**config.mk**
```make
export PLATFORM = sky130hd
export DESIGN_NAME = change_event_monitor
export DESIGN_NICKNAME = d
export VERILOG_FILES = /design/src/rtl/change_event_monitor.sv
export SDC_FILE = /design/constraint.sdc
export NUM_CORES = 1
export LEC_CHECK = 0
export BUFFER_PORTS_ARGS = -buffer_cell sky130_fd_sc_hd__buf_2
export CAP_MARGIN = 20
export CELL_PAD_IN_SITES_DETAIL_PLACEMENT = 1
export CELL_PAD_IN_SITES_GLOBAL_PLACEMENT = 2
export CORE_MARGIN = 2
export CORE_UTILIZATION = 30
export CTS_CLUSTER_DIAMETER = 60
export CTS_CLUSTER_SIZE = 24
export DETAILED_ROUTE_END_ITERATION = 10
export GPL_TIMING_DRIVEN = 0
export PLACE_DENSITY = 0.63
export RECOVER_POWER = 100
export SLEW_MARGIN = 30
export SYNTH_ARGS = -nofsm -noshare
export SYNTH_HDL_FRONTEND = slang
export SYNTH_SLANG_ARGS = --single-unit
export TNS_END_PERCENT = 10
```
**constraint.sdc**
```tcl
create_clock -name clk -period 2.81 [get_ports clk]
set_clock_uncertainty 0.05 [all_clocks]
set_input_delay 0.562 -clock clk [delete_from_list [all_inputs] [get_ports clk]]
set_output_delay 0.562 -clock clk [all_outputs]
set_load 0.03 [all_outputs]
```
**src/rtl/change_event_monitor.sv**
```systemverilog
// Watches a bus for value changes and queues timestamped change events
// (new value, changed-bit mask, time) in a first-word-fall-through FIFO.
module change_event_monitor #(
   parameter int unsigned DATA_W = 5,
   parameter int unsigned DEPTH  = 4,
   parameter int unsigned TS_W   = 16
) (
   input  logic                     clk,
   input  logic                     rst_n,
   input  logic                     en,
   input  logic [DATA_W-1:0]        in_data,
   output logic                     evt_valid,
   input  logic                     evt_ready,
   output logic [DATA_W-1:0]        evt_data,
   output logic [DATA_W-1:0]        evt_mask,
   output logic [TS_W-1:0]          evt_time,
   output logic [$clog2(DEPTH):0]   count,
   output logic                     overflow,
   input  logic                     clr_ovf
);

   localparam int unsigned PTR_W = $clog2(DEPTH);
   localparam int unsigned CNT_W = PTR_W + 1;
   localparam logic [CNT_W-1:0] FULL_CNT = CNT_W'(DEPTH);

   typedef struct packed {
      logic [DATA_W-1:0] data;
      logic [DATA_W-1:0] mask;
      logic [TS_W-1:0]   ts;
   } evt_t;

   evt_t              mem [DEPTH];
   logic [PTR_W-1:0]  wr_ptr;
   logic [PTR_W-1:0]  rd_ptr;
   logic [TS_W-1:0]   ts;
   logic [DATA_W-1:0] prev;
   logic              armed;

   logic              change_c;
   logic              pop_c;
   logic              push_c;
   logic              drop_c;
   logic [CNT_W-1:0]  count_nxt_c;
   evt_t              wr_entry_c;

   // Event detection and FIFO occupancy bookkeeping; a pop frees room for a same-edge push.
   always_comb begin
      change_c    = en && armed && (in_data != prev);
      pop_c       = (count != '0) && evt_ready;
      push_c      = change_c && ((count != FULL_CNT) || pop_c);
      drop_c      = change_c && !push_c;
      wr_entry_c  = '{data: in_data, mask: in_data ^ prev, ts: ts};
      count_nxt_c = count;
      case ({push_c, pop_c})
         2'b10:   count_nxt_c = count + CNT_W'(1);
         2'b01:   count_nxt_c = count - CNT_W'(1);
         default: count_nxt_c = count;
      endcase
   end

   // Sampling state: timestamp, previous bus value and arm flag.
   always_ff @(posedge clk or negedge rst_n) begin
      if (!rst_n) begin
         ts    <= '0;
         prev  <= '0;
         armed <= 1'b0;
      end else if (en) begin
         ts    <= ts + TS_W'(1);
         prev  <= in_data;
         armed <= 1'b1;
      end
   end

   always_ff @(posedge clk or negedge rst_n) begin
      if (!rst_n) begin
         for (int i = 0; i < int'(DEPTH); i++) mem[i] <= '0;
      end else if (push_c) begin
         mem[wr_ptr] <= wr_entry_c;
      end
   end

   // Pointers wrap naturally since DEPTH is a power of two.
   always_ff @(posedge clk or negedge rst_n) begin
      if (!rst_n) begin
         wr_ptr    <= '0;
         rd_ptr    <= '0;
         count     <= '0;
         evt_valid <= 1'b0;
      end else begin
         if (push_c) wr_ptr <= wr_ptr + PTR_W'(1);
         if (pop_c)  rd_ptr <= rd_ptr + PTR_W'(1);
         count     <= count_nxt_c;
         evt_valid <= (count_nxt_c != '0);
      end
   end

   // A drop on the same edge as a clear keeps the flag set.
   always_ff @(posedge clk or negedge rst_n) begin
      if (!rst_n) begin
         overflow <= 1'b0;
      end else if (drop_c) begin
         overflow <= 1'b1;
      end else if (clr_ovf) begin
         overflow <= 1'b0;
      end
   end

   assign evt_data = mem[rd_ptr].data;
   assign evt_mask = mem[rd_ptr].mask;
   assign evt_time = mem[rd_ptr].ts;

endmodule

```
==> flow_summary_export.csv <==
group,metric,value,unit
detailed_routing,dr.max_layer_used,"met4",
detailed_routing,ant_nets,0,
finish,multi_input_area,0.00252,sq mm
synthesis,ys_ff_latch,135,
worst_setup_path,worstPathMaxFanout,10,
sta,grt_setup_unrepaired,"false",
synthesis,synth_cell_type_count,35,
floorplanning,start_util,0.303,
floorplanning,ios,41,
clocking,h-tree-depth,4,
grt,grt_use_total,0.142,
synthesis,seq_area_frac_synth,0.535,
worst_setup_path,end_kind,"output pin",
power,power-per-cell-area,1150,mW/mm^2
flow_run,maxCapViolations,1,
worst_setup_path,critPathKind,"reg2out",
detailed_routing,num_vias,3500,
outcome,status,"complete, but fails checks",
worst_setup_path,critPathLaunchType,"flop",
synthesis,synth_nets,416,
sta,min_period_over_period,0.954,
placed_design,io_buffers,39,
clocking,clock-sinks,135,
placed_design,placed_cells,714,
sta,fin_hold_ws,290,ps
grt,grt_first_pass_wirelength,23.5,mm
clocking,postCtsHoldBufs,0,
sta,setup_ws,131,ps
finish,n_fill_cell,2172,
finish,final_cells,749,
finish,fin_util,0.349,
power,ir_worst_vdd,476,uV
synthesis,synth_area,0.00631,sq mm
floorplanning,fp.dieH,149,microns
detailed_routing,met3_length,404,microns
placed_design,place_ws,-363,ps
detailed_routing,drt_first_iter_violations,140,
sta,max_freq,373,MHz
clocking,clk_pin_slew,50,ps
clocking,cts-buffers-inserted,17,
grt,antenna_found_initial,0,
sta,worstMarginPinSlew,1510,ps
finish,finalNetCount,478,
worst_setup_path,crit_arrival,2070,ps
floorplanning,core,0.0208,sq mm
detailed_routing,first_pass_iters,4,
detailed_routing,post_drt_wl_per_cell,19.3,microns
clocking,worstSkewPairLatency,420,ps
synthesis,syn-instance-count,399,
sta,relSlewSlack,-0.00819,
worst_hold_path,worst_hold_path_type,"in2reg",
detailed_routing,drt-met1-wl,6.46,mm
clocking,root_buffer,"clkbuf_16",
power,p_leak,3.17,nW
finish,flow.area_growth_from_synthesis,15.2,%
placed_design,hpwl,9.57,mm
sta,post-route-min-period,2680,ps
detailed_routing,drt_wl_total,14.4,mm
sta,hold_violations,0,
grt,grt_pass1_vias,4023,
synthesis,synth_warnings,0,
finish,insertedDiodeCount,0,
grt,grt_overflow,0,
grt,grt_max_degree,80,
clocking,clock_path_buffers,2,
worst_setup_path,worstPathRequired,2200,ps
detailed_routing,met2WireLength,7.45,mm
floorplanning,num_rows,53,
placed_design,routabilityCongestion,0.701,
finish,drive_above_1_share,0.281,
floorplanning,die_x,149,microns
detailed_routing,drcViolationCount,0,
finish,seqCellArea,0.00338,sq mm
sta,setup_viol_count_final,0,
detailed_routing,vias_per_cell,4.67,
outcome,violations,"capacitance limit, slew limit",
sta,slew_viol_final,57,
synthesis,avgSynthCellArea,15.8,sq um
clocking,cts_tree,"yes",
floorplanning,dieArea,0.0222,sq mm
## registers in the layout, summed over array words and instances (netlist names)
name / flops
armed: 1
count: 3
evt_valid: 1
mem: 104
overflow: 1
prev: 5
rd_ptr: 2
ts: 16
wr_ptr: 2
## kinds of logic after synthesis
group	after synthesis	synth area share
buffers and inverters	30	0.0287
AO/OA/AOI/OAI	35	0.0545
multiplexers	118	0.289
XOR/XNOR	26	0.0361
flip-flops	135	0.535
adder cells (fa/ha/maj)	7	0.0151
AND/OR/NAND/NOR	48	0.0408
## worst paths after layout
kind | start | to | slack, ps | depth (start not counted)
hold reg to reg | mem[22] | mem[22] | 430 | 1
setup reg to reg | prev[1] | evt_valid | 170 | 11
min in group asynchronous | rst_n | mem[30] | 460 | 1
hold / removal | clr_ovf | overflow | 290 | 2
setup / recovery | rd_ptr[0] | evt_time[15] | 130 | 4
max in group asynchronous | rst_n | mem[96] | 1190 | 2
## area by class of cell
cell class                      count  share of cell area
Inverter                            8             0.00413
Sequential cell                   135               0.465
Multi-Input combinational cell    234               0.347
Clock inverter                     10              0.0196
Buffer                             20              0.0158
Timing Repair Buffer               45              0.0331
Tap cell                          275              0.0473
Clock buffer                       22              0.0680
## power breakdown
group / leakage, nW / internal (mW) / switching, mW
Clock: 0.301 / 1.52 / 0.849
Combinational: 1.23 / 1.33 / 1.69
Sequential: 1.65 / 2.56 / 0.430
## stage by stage
stage	TNS, ps	total power, mW	area (sq um)
3_5_place_dp	-465	6.39	6910
2_1_floorplan	-30.0	5.45	6340
6_report	0	8.37	7270
5_1_grt	0	8.88	7270
3_3_place_gp	-93490	6.28	6880
4_1_cts	0	8.82	7560
## layout by cell type, fill, tap and decap left out, types with 6 or more instances in the layout
| cell type | n |
|---|---|
| a2bb2oi_1 | 20 |
| inv_1 | 8 |
| buf_2 | 14 |
| nor2_1 | 15 |
| clkbuf_16 | 17 |
| clkbuf_2 | 23 |
| clkbuf_1 | 18 |
| nand4_1 | 6 |
| mux2_1 | 73 |
| nand3_1 | 9 |
| xor2_1 | 9 |
| nand2_1 | 6 |
| dfrtp_1 | 135 |
| mux4_2 | 26 |
| mux2_2 | 14 |
| xnor2_1 | 15 |
## cells in the mapped netlist, drive strengths merged
cell type	n	area, sq um
mux2i	1	10.0
xor2	11	96.3
o22ai	1	6.26
a21boi	4	60.1
dfrtp	135	3380
xnor2	15	131
mux4	26	586
nand3	9	45.0
nor3	3	26.3
or3	2	12.5
and2	1	6.26
or2	2	12.5
o31a	1	8.76
ha	6	75.1
mux2	91	1230
fa	1	20.0
inv	8	30.0
o21ai	5	73.8
a2bb2oi	20	175
nand2	6	22.5
nand4	6	37.5
nor2	16	67.6
nor4b	1	15.0
and3	2	12.5
buf	17	133
clkbuf	5	18.8
a21oi	4	20.0
## timing repair
action,in CTS,in global routing
gates resized for setup,5,4
endpoints found under the setup margin,19,1
setup buffers,0,5
pin swaps,0,4
## critical path: stages (launching register included)
cell	delay, ps
dfrtp_1	320
buf_4	230
clkbuf_4	340
mux4_2	570
buf_2	200
## layer usage
metal,global-route usage,vias up
met5,0,-
met4,0.0362,0
met3,0.0388,10
met2,0.242,39
met1,0.179,1870
li1,-,1581
No activity file was read; power rests on OpenSTA's default activity.
